File: config.mk
export PLATFORM = sky130hd
export DESIGN_NAME = gray_tracker
export DESIGN_NICKNAME = d
export VERILOG_FILES = /design/src/rtl/gray_pkg.sv /design/src/rtl/gray_tracker_gray2bin.sv /design/src/rtl/gray_tracker.sv
export SDC_FILE = /design/constraint.sdc
export NUM_CORES = 1
export LEC_CHECK = 0
export ABC_AREA = 0
export BUFFER_PORTS_ARGS = -buffer_cell sky130_fd_sc_hd__buf_2
export CAP_MARGIN = 20
export CORE_MARGIN = 2
export CORE_UTILIZATION = 25
export CTS_BUF_LIST = sky130_fd_sc_hd__clkbuf_8
export DETAILED_ROUTE_END_ITERATION = 8
export PLACE_DENSITY = 0.43
export SYNTH_ARGS = -nofsm -noshare
export SYNTH_HDL_FRONTEND = slang
export SYNTH_HIERARCHICAL = 1
export SYNTH_SLANG_ARGS = --single-unit
File: constraint.sdc
create_clock -name Clk -period 2.49 [get_ports Clk]
set_input_delay 0.249 -clock Clk [delete_from_list [all_inputs] [get_ports Clk]]
set_output_delay 0.249 -clock Clk [all_outputs]
set_load 0.005 [all_outputs]
File: src/rtl/gray_pkg.sv
// Shared definitions for the Gray-code tracker: state encoding and default sizes.
package gray_pkg;

  // Tracker state encoding.
  typedef logic [1:0] state_t;

  localparam state_t SYNC  = 2'd0;  // no reference value captured yet
  localparam state_t TRACK = 2'd1;  // following the upstream counter
  localparam state_t FAULT = 2'd2;  // illegal transition seen; frozen

  // Default sizes matching the upstream Gray counter.
  localparam int DEF_WIDTH  = 3;
  localparam int DEF_WRAP_W = 8;

endpackage : gray_pkg

File: src/rtl/gray_tracker_gray2bin.sv
// Combinational Gray-to-binary decoder: each binary bit is the XOR of all
// Gray bits at and above its position.
module gray2bin #(
  parameter int WIDTH = 3
) (
  input  logic [WIDTH-1:0] Gray,
  output logic [WIDTH-1:0] Bin
);

  for (genvar i = 0; i < WIDTH; i++) begin : g_bit
    assign Bin[i] = ^(Gray >> i);
  end

endmodule : gray2bin

File: src/rtl/gray_tracker.sv
// Gray-code counter monitor: decodes the upstream Gray value, checks that every
// change is a single forward step, counts wraps and latches a sticky fault.
// Optional build macro: OVF_CHECK_EN -- cross-checks Overflow_in against the
// wrap history; when undefined Overflow_in is ignored.
module gray_tracker
  import gray_pkg::*;
#(
  parameter int WIDTH  = DEF_WIDTH,
  parameter int WRAP_W = DEF_WRAP_W
) (
  input  logic              Clk,
  input  logic              Reset,
  input  logic              Clear,
  input  logic              Valid,
  input  logic [WIDTH-1:0]  Gray,
  input  logic              Overflow_in,
  output logic [WIDTH-1:0]  Bin,
  output logic              Step,
  output logic [WRAP_W-1:0] Wraps,
  output logic              Wrap_sat,
  output logic              Error
);

  localparam logic [WIDTH-1:0]  BIN_MAX   = {WIDTH{1'b1}};
  localparam logic [WRAP_W-1:0] WRAPS_MAX = {WRAP_W{1'b1}};
  localparam logic [WRAP_W-1:0] WRAPS_MIN = {WRAP_W{1'b0}};

  state_t            state_r, state_nxt_s;
  logic [WIDTH-1:0]  prev_r, prev_nxt_s;
  logic [WIDTH-1:0]  bin_r, bin_nxt_s;
  logic              step_r, step_nxt_s;
  logic [WRAP_W-1:0] wraps_r, wraps_nxt_s;
  logic              wrap_sat_r;
  logic              error_r, error_nxt_s;

  logic [WIDTH-1:0]  cur_bin_s, prev_bin_s, inc_bin_s;
  logic              is_same_s, is_step_s, is_wrap_s, ovf_err_s, illegal_s;

  gray2bin #(.WIDTH(WIDTH)) u_cur_dec  (.Gray(Gray),   .Bin(cur_bin_s));
  gray2bin #(.WIDTH(WIDTH)) u_prev_dec (.Gray(prev_r), .Bin(prev_bin_s));

  // Increment compare wraps naturally modulo 2^WIDTH through truncation.
  assign inc_bin_s = prev_bin_s + WIDTH'(1'b1);
  assign is_same_s = (Gray == prev_r);
  assign is_step_s = (cur_bin_s == inc_bin_s);
  assign is_wrap_s = is_step_s && (prev_bin_s == BIN_MAX);

`ifdef OVF_CHECK_EN
  // Overflow must be clear before the first wrap (unless this sample wraps)
  // and must stay set once any wrap has been counted.
  assign ovf_err_s = (Overflow_in && (wraps_r == WRAPS_MIN) && !is_wrap_s) ||
                     (!Overflow_in && (wraps_r != WRAPS_MIN));
`else
  logic ovf_unused_s;
  assign ovf_unused_s = Overflow_in;
  assign ovf_err_s    = 1'b0;
`endif

  assign illegal_s = ovf_err_s || (!is_same_s && !is_step_s);

  // State and output registers; Reset and Clear both return to SYNC.
  always_ff @(posedge Clk) begin
    if (!Reset || Clear) begin
      state_r    <= SYNC;
      prev_r     <= {WIDTH{1'b0}};
      bin_r      <= {WIDTH{1'b0}};
      step_r     <= 1'b0;
      wraps_r    <= WRAPS_MIN;
      wrap_sat_r <= 1'b0;
      error_r    <= 1'b0;
    end else begin
      state_r    <= state_nxt_s;
      prev_r     <= prev_nxt_s;
      bin_r      <= bin_nxt_s;
      step_r     <= step_nxt_s;
      wraps_r    <= wraps_nxt_s;
      wrap_sat_r <= (wraps_nxt_s == WRAPS_MAX);
      error_r    <= error_nxt_s;
    end
  end

  // Next-state selection; FAULT is left only through Reset or Clear.
  always_comb begin
    state_nxt_s = state_r;
    case (state_r)
      SYNC: begin
        if (Valid) state_nxt_s = TRACK;
        else       state_nxt_s = SYNC;
      end
      TRACK: begin
        if (Valid && illegal_s) state_nxt_s = FAULT;
        else                    state_nxt_s = TRACK;
      end
      FAULT:   state_nxt_s = FAULT;
      default: state_nxt_s = SYNC;
    endcase
  end

  // Next values of the registered outputs and the reference Gray value.
  always_comb begin
    prev_nxt_s  = prev_r;
    bin_nxt_s   = bin_r;
    step_nxt_s  = 1'b0;
    wraps_nxt_s = wraps_r;
    error_nxt_s = error_r;
    case (state_r)
      SYNC: begin
        if (Valid) begin
          prev_nxt_s = Gray;
          bin_nxt_s  = cur_bin_s;
        end else begin
          prev_nxt_s = prev_r;
        end
      end
      TRACK: begin
        if (Valid && illegal_s) begin
          error_nxt_s = 1'b1;
        end else if (Valid && is_step_s) begin
          prev_nxt_s = Gray;
          bin_nxt_s  = cur_bin_s;
          step_nxt_s = 1'b1;
          if (is_wrap_s && (wraps_r != WRAPS_MAX)) wraps_nxt_s = wraps_r + WRAP_W'(1'b1);
          else                                      wraps_nxt_s = wraps_r;
        end else begin
          prev_nxt_s = prev_r;
        end
      end
      FAULT:   error_nxt_s = error_r;
      default: error_nxt_s = error_r;
    endcase
  end

  assign Bin      = bin_r;
  assign Step     = step_r;
  assign Wraps    = wraps_r;
  assign Wrap_sat = wrap_sat_r;
  assign Error    = error_r;

endmodule : gray_tracker
==> qor_table.md <==
| Group | Metric | This run |
|---|---|---|
| outcome | Result of the run | finished with violations |
| outcome | Violations in the final reports | negative setup slack |
| route | Detail Route met3 WL | 68 um |
| grt | Antenna violations before repair | 0 |
| cts | Num CTS Buffers | 3 |
| grt | Overflow left after global routing | 0 |
| cts | CTS Hold Bufs | 0 |
| route | Vias after detailed routing | 901 |
| setup path | Critical path startpoint | prev_r[1] |
| floorplan | Ports | 22 |
| route | Initial DRC Count | 32 |
| finish | Net count of the finished layout | 150 |
| floorplan | DIE HEIGHT | 70.7 um |
| setup path | Cell family contributing the most delay on the critical path | simple AND/OR/NAND/NOR gates |
| placement | Port Buf Inserts | 20 |
| route | Highest layer used for signal routing | met4 |
| logic synthesis | Async S/R FF share, synth | 0 |
| setup path | Largest fanout on the critical path | 4 |
| logic synthesis | Average cell area after synthesis | 9.83 sq um |
| logic synthesis | Count of flip-flops with a built-in enable after synthesis | 0 |
| timing | Worst-Margin Slew | 665 ps |
| timing | Final count of pins violating max slew | 0 |
| cts | Number of sinks on the clock net | 19 |
| floorplan | Full die area | 4990 sq um |
| setup path | Launching element type of the critical path | flip-flop |
| logic synthesis | Count of different cell masters after synthesis | 43 |
| setup path | Worst path buffer plus inverter count | 0 |
| setup path | Cell chain of the critical path | xor3_1 > ha_2 > ha_4 > and4b_2 > nand2_4 > or3_4 > or4_4 > a21oi_2 |
| floorplan | Width of the chip | 70.7 um |
| placement | Post-DP HPWL | 1830 um |
| hold path | Worst hold path startpoint | Valid |
| floorplan | Num rows | 24 |
| timing | Final worst hold slack | 278 ps |
| placement | Final GP Congestion | 0.753 |
| cts | Buffer depth of the longest clock path | 2 |
| setup path | Critical Path End Type | flip-flop |
| cts | Source-to-sink clock delay at the later pin of the worst-skew pair | 260 ps |
| power | Maximum resistive drop on vdd | 0.207 mV |
| setup path | Slowest Stage Delay on Critical Path | 420 ps |
| timing | Final hold violations | 0 |
| logic synthesis | Total standard cell area after synthesis | 1110 sq um |
| setup path | Worst flop-to-flop path startpoint | prev_r[1] |
| route | DRC violation count after routing | 0 |
| logic synthesis | FF+latch count, synth | 19 |
| route | Average via count per standard cell | 4.74 |
| flow run | Max-capacitance violation count | 0 |
| timing | RSZ-0062 raised after global routing | true |
| route | Total routed wire length on the met1 layer | 1160 um |
| route | Routed wire length | 2420 um |
| route | Total met2 wirelength after detailed routing | 1160 um |
| logic synthesis | Cell count after synthesis | 113 |
| route | Routed wire per std cell | 12.8 um |
| cts | H-tree depth reported by CTS | 1 |
| power | Leakage power | 0.577 nW |
| logic synthesis | Library cell with the highest instance count after synthesis | dfxtp_1 |
| cts | Clock slew seen by the registers of the worst setup and hold paths | 80 ps |
| logic synthesis | Area leader, netlist | dfxtp_1 |
| logic synthesis | Most used standard cells in the synthesized netlist | dfxtp_1 (19), nor2_1 (14), mux2i_1 (8), xnor2_1 (8), nand2_1 (5) |
| route | Pre-antenna DRT Iters | 4 |
| grt | Total GRT Usage | 0.103 |
| logic synthesis | Ys flop type | dfxtp_1 |
| timing | Final worst-path setup slack | -0.618 ps |
| grt | Wire length of the first global-routing pass | 4130 um |
| logic synthesis | Number of nets produced by synthesis | 124 |
| timing | Rel. slew slack | 0.557 |
| timing | Highest attainable clock frequency | 402 MHz |
| logic synthesis | Register area share after synthesis | 0.342 |
| power | Power density over the cells | 464 nW/um^2 |
| timing | Setup clock skew after layout | 3.13 ps |
| grt | Maximum number of pins on one net before global-route repair | 16 |
| logic synthesis | Total number of yosys warnings | 6 |
| grt | Number of global-route vias before repair | 870 |
| cts | Root buf cell | clkbuf_8 |
| setup path | Arrival @ worst endpoint | 2670 ps |
| floorplan | Core footprint | 4320 sq um |
| timing | Count of final setup violators | 1 |
| finish | Number of diodes added for antenna fixing | 0 |
| timing | Setup TNS | -0.618 ps |
| timing | Final Cycle Share | 1.00 |
| timing | Post-route minimum period | 2490 ps |
| logic synthesis | Biggest area contributors in the synthesized netlist | dfxtp_1 (34%), mux2i_1 (7.2%), xnor2_1 (6.3%) |
| setup path | Worst EP required | 2670 ps |
| setup path | Cell type of the slowest stage on the worst timing path | or4_4 |
| hold path | Kind of path behind the tightest hold check | in -> reg |
| finish | Utilization after layout | 0.317 |
| finish | Area growth from synthesis to layout | 23.5% |
| floorplan | Initial standard-cell utilization of the core | 0.257 |
| logic synthesis | Share of the synthesized area in the top cell type | 0.342 |
| finish | Proportion of layout cells with a drive suffix above 1 | 0.341 |
| route | Number of nets with antenna violations after routing | 0 |
| cts | Clock tree from TritonCTS | built |
| setup path | Worst Setup Path Type | reg -> reg |
## worst paths after layout
kind,endpoint,slack [ps],cells past startpoint
hold / removal,Step,280,3
setup reg to reg,Wraps[6],-0.6,8
hold reg to reg,Error,460,1
setup / recovery,Wraps[6],-0.6,8
## layer usage
metal | track usage | up-vias
met5 | 0 | -
li1 | - | 453
met4 | 0.0377 | 0
met2 | 0.165 | 13
met3 | 0.0171 | 4
met1 | 0.140 | 431
## cells by family after synthesis
group / after synthesis / synth area share
compound gates: 14 / 0.0980
xor+xnor: 16 / 0.177
fa+ha+maj: 3 / 0.0338
flops: 19 / 0.342
simple gates: 44 / 0.233
mux: 9 / 0.0822
buf+inv: 8 / 0.0338
## power by group
group          switching, W  total (W)  leakage, nW  internal [W]
logic             0.0000515   0.000103        0.397     0.0000515
registers        0.00000440   0.000313        0.155      0.000308
clock network      0.000110   0.000221       0.0255      0.000111
## sequential cells by signal (all words and copies together) (netlist names)
signal    cells
Wraps         8
Bin           3
state_r       2
Step          1
Error         1
Wrap_sat      1
prev_r        3
## layout make-up
type / count / area [sq um]
clock inverter: 1 / 5.00
clock buffer: 3 / 41.3
inverter: 4 / 15.0
tap: 52 / 65.1
timing repair buffer: 25 / 138
sequential: 19 / 385
fill: 473 / 2950
multi-input combinational: 86 / 723
## cell usage in the layout (no fill, tap or decap), drive strengths merged, types with 3 or more instances in the layout
| master | synthesis | layout |
|---|---|---|
| xnor2 | 10 | 10 |
| xor2 | 4 | 4 |
| ha | 3 | 3 |
| nand4 | 3 | 3 |
| nand2 | 6 | 6 |
| nor2 | 14 | 14 |
| clkbuf | 2 | 3 |
| buf | 2 | 25 |
| nor3 | 4 | 4 |
| dfxtp | 19 | 19 |
| inv | 4 | 4 |
| mux2i | 8 | 8 |
## tightest hold or removal path, stage by stage
cell,delay (ps)
buf_2,120
nand4b_1,90
nor2_1,40
## through the flow
stage	setup slack, ps	power [W]	instance area, sq um	std cells
floorplan	38.0	0.000393	1130	113
global placement	59.8	0.000418	1280	183
detailed placement	40.8	0.000419	1280	183
CTS	17.7	0.000645	1330	187
global route	-120	0.000677	1370	190
finish	-0.618	0.000637	1370	190
## what timing repair did
action / 4_1_cts / 5_1_grt
resized for setup: 0 / 5
setup buffers: 0 / 3
endpoints found under the setup margin: 0 / 10
Power figures use the tool's default switching activity.
